==> config.mk <==
export PLATFORM = sky130hd
export DESIGN_NAME = shift_reg_unit
export DESIGN_NICKNAME = d
export VERILOG_FILES = /design/src/rtl/shift_reg_unit_pkg.sv /design/src/rtl/shift_reg_unit_step.sv /design/src/rtl/shift_reg_unit.sv
export SDC_FILE = /design/constraint.sdc
export NUM_CORES = 1
export LEC_CHECK = 0
export ABC_CLOCK_PERIOD_IN_PS = 3140
export BUFFER_PORTS_ARGS = -buffer_cell sky130_fd_sc_hd__buf_2
export CELL_PAD_IN_SITES_DETAIL_PLACEMENT = 1
export CELL_PAD_IN_SITES_GLOBAL_PLACEMENT = 1
export CORE_ASPECT_RATIO = 0.75
export CORE_MARGIN = 5
export CORE_UTILIZATION = 38
export DETAILED_ROUTE_END_ITERATION = 8
export PLACE_DENSITY_LB_ADDON = 0.15
export REMOVE_ABC_BUFFERS = 1
export SLEW_MARGIN = 0
export SYNTH_ARGS = -nofsm -noshare
export SYNTH_HDL_FRONTEND = slang
export SYNTH_SLANG_ARGS = --single-unit
==> constraint.sdc <==
create_clock -name clk -period 3.14 [get_ports clk]
set_input_delay 0.471 -clock clk [delete_from_list [all_inputs] [get_ports clk]]
set_output_delay 0.471 -clock clk [all_outputs]
set_load 0.03 [all_outputs]
==> src/rtl/shift_reg_unit_pkg.sv <==
// Shared constants for the multi-cycle shift unit: operation encodings and
// default datapath sizing.
package shift_reg_unit_pkg;

  localparam int DEFAULT_WIDTH   = 32;
  localparam int DEFAULT_SHAMT_W = 5;

  localparam logic [2:0] OP_SLL = 3'b000;
  localparam logic [2:0] OP_SRL = 3'b001;
  localparam logic [2:0] OP_SRA = 3'b010;
  localparam logic [2:0] OP_ROR = 3'b011;
  localparam logic [2:0] OP_ROL = 3'b100;

endpackage : shift_reg_unit_pkg

==> src/rtl/shift_reg_unit_step.sv <==
// Combinational single-bit shift/rotate step used once per SHIFT cycle.
// Unassigned op codes pass the value through unchanged.
module shift_step
  import shift_reg_unit_pkg::*;
#(
  parameter int WIDTH = DEFAULT_WIDTH
) (
  input  logic [2:0]       i_op,
  input  logic [WIDTH-1:0] i_value,
  output logic [WIDTH-1:0] o_next
);

  always_comb begin
    o_next = i_value;
    case (i_op)
      OP_SLL:  o_next = {i_value[WIDTH-2:0], 1'b0};
      OP_SRL:  o_next = {1'b0, i_value[WIDTH-1:1]};
      OP_SRA:  o_next = {i_value[WIDTH-1], i_value[WIDTH-1:1]};
      OP_ROR:  o_next = {i_value[0], i_value[WIDTH-1:1]};
      OP_ROL:  o_next = {i_value[WIDTH-2:0], i_value[WIDTH-1]};
      default: o_next = i_value;
    endcase
  end

endmodule : shift_step

==> src/rtl/shift_reg_unit.sv <==
// Iterative shifter: captures an operand on start, applies one 1-bit step per
// cycle for shamt cycles, then pulses done for a single cycle.
module shift_reg_unit
  import shift_reg_unit_pkg::*;
#(
  parameter int WIDTH   = DEFAULT_WIDTH,
  parameter int SHAMT_W = DEFAULT_SHAMT_W
) (
  input  logic               clk,
  input  logic               reset,
  input  logic               start,
  input  logic [2:0]         shift_op,
  input  logic [SHAMT_W-1:0] shamt,
  input  logic [WIDTH-1:0]   data_in,
  output logic [WIDTH-1:0]   data_out,
  output logic               busy,
  output logic               done
);

  typedef enum logic [1:0] {
    ST_IDLE  = 2'd0,
    ST_SHIFT = 2'd1,
    ST_DONE  = 2'd2
  } state_t;

  state_t             r_state;
  state_t             w_state_next;
  logic [WIDTH-1:0]   r_data;
  logic [WIDTH-1:0]   w_data_next;
  logic [WIDTH-1:0]   w_step_out;
  logic [SHAMT_W-1:0] r_count;
  logic [SHAMT_W-1:0] w_count_next;
  logic [2:0]         r_op;
  logic [2:0]         w_op_next;

  shift_step #(
    .WIDTH(WIDTH)
  ) u_shift_step (
    .i_op   (r_op),
    .i_value(r_data),
    .o_next (w_step_out)
  );

  always_ff @(posedge clk) begin
    if (reset) begin
      r_state <= ST_IDLE;
      r_data  <= '0;
      r_count <= '0;
      r_op    <= OP_SLL;
    end else begin
      r_state <= w_state_next;
      r_data  <= w_data_next;
      r_count <= w_count_next;
      r_op    <= w_op_next;
    end
  end

  // start is only honoured in IDLE, so requests during SHIFT/DONE are dropped.
  always_comb begin
    w_state_next = r_state;
    w_data_next  = r_data;
    w_count_next = r_count;
    w_op_next    = r_op;
    case (r_state)
      ST_IDLE: begin
        if (start) begin
          w_data_next  = data_in;
          w_count_next = shamt;
          w_op_next    = shift_op;
          w_state_next = (shamt != '0) ? ST_SHIFT : ST_DONE;
        end
      end
      ST_SHIFT: begin
        w_data_next  = w_step_out;
        w_count_next = r_count - SHAMT_W'(1);
        if (r_count == SHAMT_W'(1)) begin
          w_state_next = ST_DONE;
        end
      end
      ST_DONE: begin
        w_state_next = ST_IDLE;
      end
      default: begin
        w_state_next = ST_IDLE;
      end
    endcase
  end

  assign data_out = r_data;
  assign busy     = (r_state == ST_SHIFT);
  assign done     = (r_state == ST_DONE);

endmodule : shift_reg_unit
-- Yosys cells after proc, flatten, opt, wreduce, memory -nomap -nowiden
Index checks and enable logic that the tools add are counted.
- output and inout bits: 34
- flip-flop bits (word level): 42
- multiplexer cells: 9
- equality and inequality tests: 12
- reductions and logical operators: 9
- add/sub/neg operators: 1
- operators by type and width (operator ; count):
    $pmux 32 s5 ; 1
    $pmux 32 s2 ; 1
    $mux 32 ; 1
    $pmux 5 s2 ; 1
    $eq 3x2->1 const B ; 2
    $mux 2 ; 3
    $ne 6x1->1 const B ; 1
    $reduce_and 2->1 ; 3
    $eq 5x1->1 const B ; 1
    $mux 5 ; 1
    $ne 5x1->1 const B ; 1
    $reduce_bool 5->1 ; 1
    $sub 5x1->5 const B ; 1
    $ne 2x2->1 const B ; 2
    $pmux 2 s2 ; 1
    $reduce_and 4->1 ; 1
    $eq 3x1->1 const B ; 1
    $eq 3x3->1 const B ; 1
    $logic_not 3->1 ; 1
    $reduce_and 3->1 ; 1
    $eq 2x1->1 const B ; 1
    $eq 2x2->1 const B ; 1
    $logic_not 2->1 ; 1
    $ne 2x1->1 const B ; 1
    $reduce_bool 2->1 ; 1

-- Longest topological paths before layout
Gate-level depths: netlist of the first run.
- word-level depth: 4
- gate-level depth with buffers: 7

-- Modules after synthesis
Synthesis of the first run repeated with hierarchy kept, for this count alone.
- cells, all modules: 354
- area total of the unflattened synthesis: 2901.5 um2
- by module, submodules not included (module ; area each (um2) ; cells an instance ; seq. area each (um2) ; times used):
    shift_reg_unit ; 2014.4 ; 239 ; 840.8 ; 1
    shift_step ; 887.1 ; 115 ; 0.0 ; 1

-- Worst setup path before layout of the first run
No wires, ideal clock.
- path type: flip-flop to output port
- start point: reg r_state[0]
- end point: out done
- data required time: 2669 ps
- path slack: 1710 ps
- path buffers: 1
- cell stages (with the launch flop): 3
- data arrival time: 959 ps
- cells stage by stage: dfxtp_1 buf_2 nor2b_1
- word-level cells in the longest chain between the ends: 1
- RTL lines (what ; RTL line ; RTL):
    start, declared ; shift_reg_unit.sv:26 ; state_t r_state;
    start signal, assigned ; shift_reg_unit.sv:51 ; r_state <= w_state_next;
    $eq 2x2->1 ; shift_reg_unit.sv:91 ; assign done = (r_state == ST_DONE);
    end, declared ; shift_reg_unit.sv:17 ; output logic done
Every way passes these cells.

-- Worst setup path in the final report of the first run
- start point: reg r_state[0]
- end point: out busy
- word-level cells in the longest chain between the ends: 1
- RTL lines (what ; RTL line ; RTL):
    $eq 2x1->1 ; shift_reg_unit.sv:90 ; assign busy = (r_state == ST_SHIFT);
    end, declared ; shift_reg_unit.sv:16 ; output logic busy,
Every way passes these cells.

==> results of run 1 <==
==> power groups by stage <==
stage	logic, mW	registers, mW	clock network [mW]
after detailed placement	0.533	0.684	0
final	0.529	0.671	0.363
after CTS	0.535	0.671	0.373
after global placement	0.524	0.681	0
after global routing	0.583	0.683	0.401
after floorplan	0.269	0.761	0
==> worst max-delay path by stage <==
stage | to | start | cells after the start | slack, ns
floorplan | data_out[31] | r_state[1] | 4 | 0.81
global placement | data_out[0] | r_state[0] | 5 | 1.16
detailed placement | data_out[0] | r_state[0] | 5 | 1.10
CTS | busy | r_state[0] | 3 | 0.98
global route | busy | r_state[0] | 3 | 0.86
finish | busy | r_state[0] | 3 | 0.99
==> flip-flops by register name, indices dropped and copies added (netlist names) <==
| register | count |
|---|---|
| data_out | 32 |
| r_count | 5 |
| r_op | 3 |
| r_state | 2 |
==> tightest hold or removal path, delay by kind of cell <==
family | cells | cell delay, ns
buf+inv | 1 | 0.07
mux | 1 | 0.06
simple gates | 1 | 0.07
==> cells in the mapped netlist, types with 2 or more instances <==
cell      instances
a21oi_1          69
nand2_1          66
nor2_1           43
dfxtp_1          42
a211o_1          30
buf_2            14
buf_6             7
clkbuf_1          4
inv_1             4
mux2i_1           4
nor2b_1           3
o21ai_0           3
a211oi_1          2
a311o_1           2
a31oi_1           2
a32oi_1           2
ha_1              2
nand4b_1          2
nor3_1            2
o211ai_1          2
==> placed cells by master (no fill, tap or decap) <==
master	n
nor4_1	1
nand2_1	66
clkinv_2	1
a32oi_1	2
clkinv_4	1
nor3_1	2
o21ba_4	1
buf_4	3
a311o_1	2
a211oi_1	2
o21ai_4	1
ha_1	2
nor3b_2	1
a21oi_1	69
nand3_1	1
a31oi_1	2
clkbuf_1	1
o21bai_1	1
o22ai_1	1
a211o_1	30
dfxtp_1	42
a21o_1	1
o21ba_2	1
buf_2	76
nor2_1	43
nand4b_1	2
mux2i_1	4
o211ai_1	2
inv_1	4
nor2b_1	3
clkbuf_8	6
o31ai_2	1
o21ai_0	3
o21bai_2	1
nand2b_1	1
==> metrics by stage <==
step	cells	worst slack [ns]	instance area, µm²	utilization [%]
floorplan	293	0.809	2210	-
global placement	453	1.16	2710	43.8
detailed placement	453	1.10	2710	43.8
CTS	461	0.982	2800	45.2
global route	461	0.857	2800	45.2
finish	461	0.992	2800	45.2
==> cell type report <==
| cell class | instances | area (µm²) |
|---|---|---|
| fill | 835 | 3390 |
| multi-input combinational | 246 | 1340 |
| sequential | 42 | 841 |
| timing repair buffer | 79 | 403 |
| tap | 81 | 101 |
| clock buffer | 7 | 86.3 |
| inverter | 5 | 23.8 |
| clock inverter | 1 | 5.00 |
==> kinds of logic after synthesis <==
group | after synthesis | synth area share [%]
AO/OA/AOI/OAI | 120 | 33.3
AND/OR/NAND/NOR | 120 | 20.5
adder cells (fa/ha/maj) | 2 | 1.05
flip-flops | 42 | 35.4
multiplexers | 4 | 1.69
buffers and inverters | 31 | 8.07
==> per-layer routing <==
| layer | GRT usage, % | routed length [µm] |
|---|---|---|
| met5 | 0 | 0 |
| met4 | 2.79 | 29 |
| met2 | 27.6 | 3040 |
| met3 | 4.88 | 444 |
| met1 | 26.0 | 3710 |
==> flow_summary_export.csv, run 1 <==
group,metric,value,unit
placement,routabilityCongestion,0.880,
global_route,grt_pass1_vias,2388,
power,peakVddDrop,376,µV
placement,dp_hpwl,4980,µm
synth,async_flop_share,0,%
power,combPwrFrac,33.9,%
routing,drt_iter0_drc,161,
die,chipHeight,78.4,µm
cells_and_area,drive_gt1_share,24.5,%
flow_run,maxCapViolCount,0,
die,core,6190,µm²
setup_path,required,2.67,ns
synth,ys_seq_area_share,35.4,%
setup_path,arrival,1.68,ns
power,power_frac_seq,42.9,%
clock_tree,htree_levels,2,
synth,synth_edf_count,0,
sta,hold_viol_final,0,
routing,viasPerCell,5.35,
cells_and_area,antennaDiodeCount,0,
placement,io_buffer_count,76,
status,outcome,"finished, final reports clean",
setup_path,rrSetupSlack,1.06,ns
sta,min_period,2.15,ns
clock_tree,path_clk_slew,0.08,ns
setup_path,path_buf_inv,2,
routing,antenna_left,0,
hold_path,hp-class,"in -> reg",
power,powerDensity,558,nW/µm²
power,total_power,1.56,mW
sta,setup_viol,0,
power,internal_power,0.959,mW
setup_path,rr_worst_depth,5,
clock_tree,post-cts-setup-buffer-count,0,
synth,yosys_warnings,0,
setup_path,critPathCaptureType,"output port",
setup_path,critical_path_class,"reg -> out",
setup_path,cp-start-kind,"flip-flop",
setup_path,crit_chain,"nand2b_1 > clkinv_4 > buf_2",
hold_path,whs_path_depth,3,
clock_tree,cts_root_buf,"clkbuf_8",
sta,hold_slack,0.416,ns
die,row_count,25,
power,p_sw_share,38.7,%
sta,slew_viol_final,0,
sta,fin_skew,0.00561,ns
setup_path,critPathTopFamily,"flip-flops",
cells_and_area,nNetsFinal,424,
setup_path,crit_fanout,37,
clock_tree,cts_num_sinks,42,
hold_path,hold_end,"r_op[2]",
die,dieArea,7940,µm²
global_route,antenna_found_initial,0,
routing,wire_per_inst,15.7,µm
clock_tree,cts_buffers,5,
hold_path,min_from,"shift_op[2]",
routing,vias,2465,
routing,drt_pass1_iterations,4,
die,top_level_ports,77,
die,initial_utilization,38.3,%
setup_path,crit_path_max_incr_delay,0.65,ns
synth,synth_cell_type_count,34,
clock_tree,cts_hold_buffers,0,
die,die_w,101,µm
sta,rsz0062_at_grt,"no",
power,p_clk_share,23.2,%
global_route,gr-total-overflow,0,
synth,ys_seq_elements,42,
global_route,grt_usage,18.1,%
routing,drcViolationCount,0,
sta,tightestPinTransition,0.839,ns
synth,synth_area,2370,µm²
synth,synth.area.top_cells,"dfxtp_1, a21oi_1, a211o_1",
clock_tree,cts_resized,0,
sta,max_freq,466,MHz
power,power.switching,0.604,mW
synth,synth_top_area_share,35.4,%
synth,synthFlopType,"dfxtp_1",
sta,totalNegativeSetupSlack,0,ns
synth,synth_top_cell_by_area,"dfxtp_1",
sta,max_slew_margin,44.1,%
power,leakagePower,1.23,nW
synth,postSynthAreaPerCell,7.44,µm²
global_route,grt_max_degree,50,
setup_path,rr_startpoint,"r_state[0]",
clock_tree,clk_latency,0.29,ns
sta,period_share,68.4,%
synth,synthCells,319,
routing,routed_wl,7220,µm
setup_path,cp_slowest_cell,"dfxtp_1",
cells_and_area,area_growth,18.0,%
clock_tree,cts_tree,"yes",
global_route,grt_first_pass_wirelength,11700,µm
clock_tree,cts_buffer_depth,2,
setup_path,timing.rr.end,"data_out[0]",
Note: power is estimated with default switching activity, not from simulation.
==> run 2, diff against run 1 <==
Settings changed: ABC_CLOCK_PERIOD_IN_PS 3140 to 2100, CORE_UTILIZATION 38 to 36.
Clock period 3.14 ns to 2.1 ns, I/O delays scaled along.
==> flow_summary_export.csv, run 2 (synthesis results as in run 1) <==
group,metric,value,unit
setup_path,crit_fanout,37,
clock_tree,cts_buffer_depth,2,
setup_path,required,1.78,ns
sta,hold_viol_final,0,
clock_tree,cts_num_sinks,42,
die,row_count,25,
placement,routabilityCongestion,0.781,
global_route,met2_usage,28.6,%
setup_path,path_buf_inv,2,
routing,drt_iter0_drc,114,
power,leakagePower,1.27,nW
sta,fin_skew,0.00963,ns
global_route,grt_max_degree,51,
global_route,grt_first_pass_wirelength,12400,µm
clock_tree,cts_tree,"yes",
clock_tree,clk_latency,0.30,ns
hold_path,hp-class,"in -> reg",
global_route,grt_pass1_vias,2529,
routing,drcViolationCount,0,
sta,min_period,1.99,ns
routing,wire_per_inst,16.1,µm
routing,viasPerCell,5.36,
die,top_level_ports,77,
power,peakVddDrop,351,µV
cells_and_area,drive_gt1_share,25.5,%
die,initial_utilization,37.4,%
global_route,antenna_found_initial,0,
placement,dp_hpwl,5240,µm
cells_and_area,area_growth,21.2,%
placement,io_buffer_count,76,
cells_and_area,most-common-layout-cells,"buf_2, a21oi_1, nand2_1",
setup_path,critPathTopFamily,"buffers and inverters",
cells_and_area,antennaDiodeCount,0,
sta,tightestPinTransition,0.616,ns
power,powerDensity,830,nW/µm²
global_route,gr-usage-met3,4.42,%
global_route,grt_usage,17.8,%
routing,drt_pass1_iterations,4,
die,dieArea,8330,µm²
clock_tree,path_clk_slew,0.08,ns
placement,place_area,2790,µm²
cells_and_area,final_common_cell,"buf_2",
routing,antenna_left,0,
sta,slew_viol_final,0,
sta,period_share,94.7,%
global_route,busiest_layer,"met2",
sta,rsz0062_at_grt,"no",
die,chipHeight,80.3,µm
clock_tree,cts_root_buf,"clkbuf_8",
clock_tree,htree_levels,2,
clock_tree,cts_hold_buffers,0,
clock_tree,post-cts-setup-buffer-count,0,
die,core,6350,µm²
status,outcome,"finished, final reports clean",
setup_path,cp-start-kind,"flip-flop",
clock_tree,cts_resized,0,
cells_and_area,largest_reg_flops,32,
global_route,use_met1,24.1,%
setup_path,critPathCaptureType,"output port",
global_route,gr-total-overflow,0,
clock_tree,cts_buffers,5,
setup_path,crit_chain,"nand2b_1 > clkinv_4 > buf_2",
sta,max_freq,503,MHz
setup_path,critical_path_class,"reg -> out",
routing,vias,2500,
sta,totalNegativeSetupSlack,0,ns
cells_and_area,nNetsFinal,429,
setup_path,arrival,1.67,ns
sta,setup_viol,0,
sta,max_slew_margin,58.9,%
die,die_w,104,µm
setup_path,crit_path_max_incr_delay,0.54,ns
flow_run,maxCapViolCount,0,
cells_and_area,final_area,2880,µm²
routing,routed_wl,7490,µm
setup_path,cp_slowest_cell,"dfxtp_1",
run 2: cell type report:
cell class / count / area, µm²
inverter: 5 / 23.8
clock inverter: 1 / 5.00
tap: 81 / 101
multi-input combinational: 246 / 1340
timing repair buffer: 84 / 478
clock buffer: 7 / 86.3
fill: 840 / 3470
sequential: 42 / 841
run 2: worst paths after layout:
check / from / endpoint / slack, ns / cells after the start
hold / removal: shift_op[1] / r_op[1] / 0.26 / 3
hold reg to reg: r_count[4] / r_count[4] / 0.48 / 2
setup / recovery: r_state[1] / busy / 0.11 / 3
setup reg to reg: r_state[1] / data_out[31] / 0.38 / 4
run 2: through the flow:
stage / hold WS (ns) / worst slack [ns] / std cells / util, % / power, mW
after floorplan: 0.384 / -0.231 / 293 / - / 1.54
after global placement: 0.477 / 0.439 / 458 / 43.9 / 1.84
after global routing: 0.278 / 0.0312 / 466 / 45.3 / 2.54
final: 0.263 / 0.111 / 466 / 45.3 / 2.39
after CTS: 0.262 / 0.104 / 466 / 45.3 / 2.42
after detailed placement: 0.475 / 0.383 / 458 / 43.9 / 1.85
run 2: where the power goes:
group          total [mW]  internal [mW]  leakage, nW  switching (mW)
clock network       0.558          0.266       0.0482           0.293
logic               0.833          0.306        0.871           0.527
registers           0.997          0.891        0.347           0.106
total                2.39           1.46         1.27           0.925
run 2: worst register-to-register path, delay by kind of cell (launching register included):
kind	cells	cell delay, ns
and+or+nand+nor	1	0.26
AOI/OAI and AO/OA	2	0.57
buffers and inverters	1	0.27
DFF	1	0.54
run 2: per-layer routing:
metal	vias to the layer above	part of all wire, %
li1	1245	-
met1	1183	50
met2	67	44
met3	5	5.2
met4	0	0.73
met5	-	0
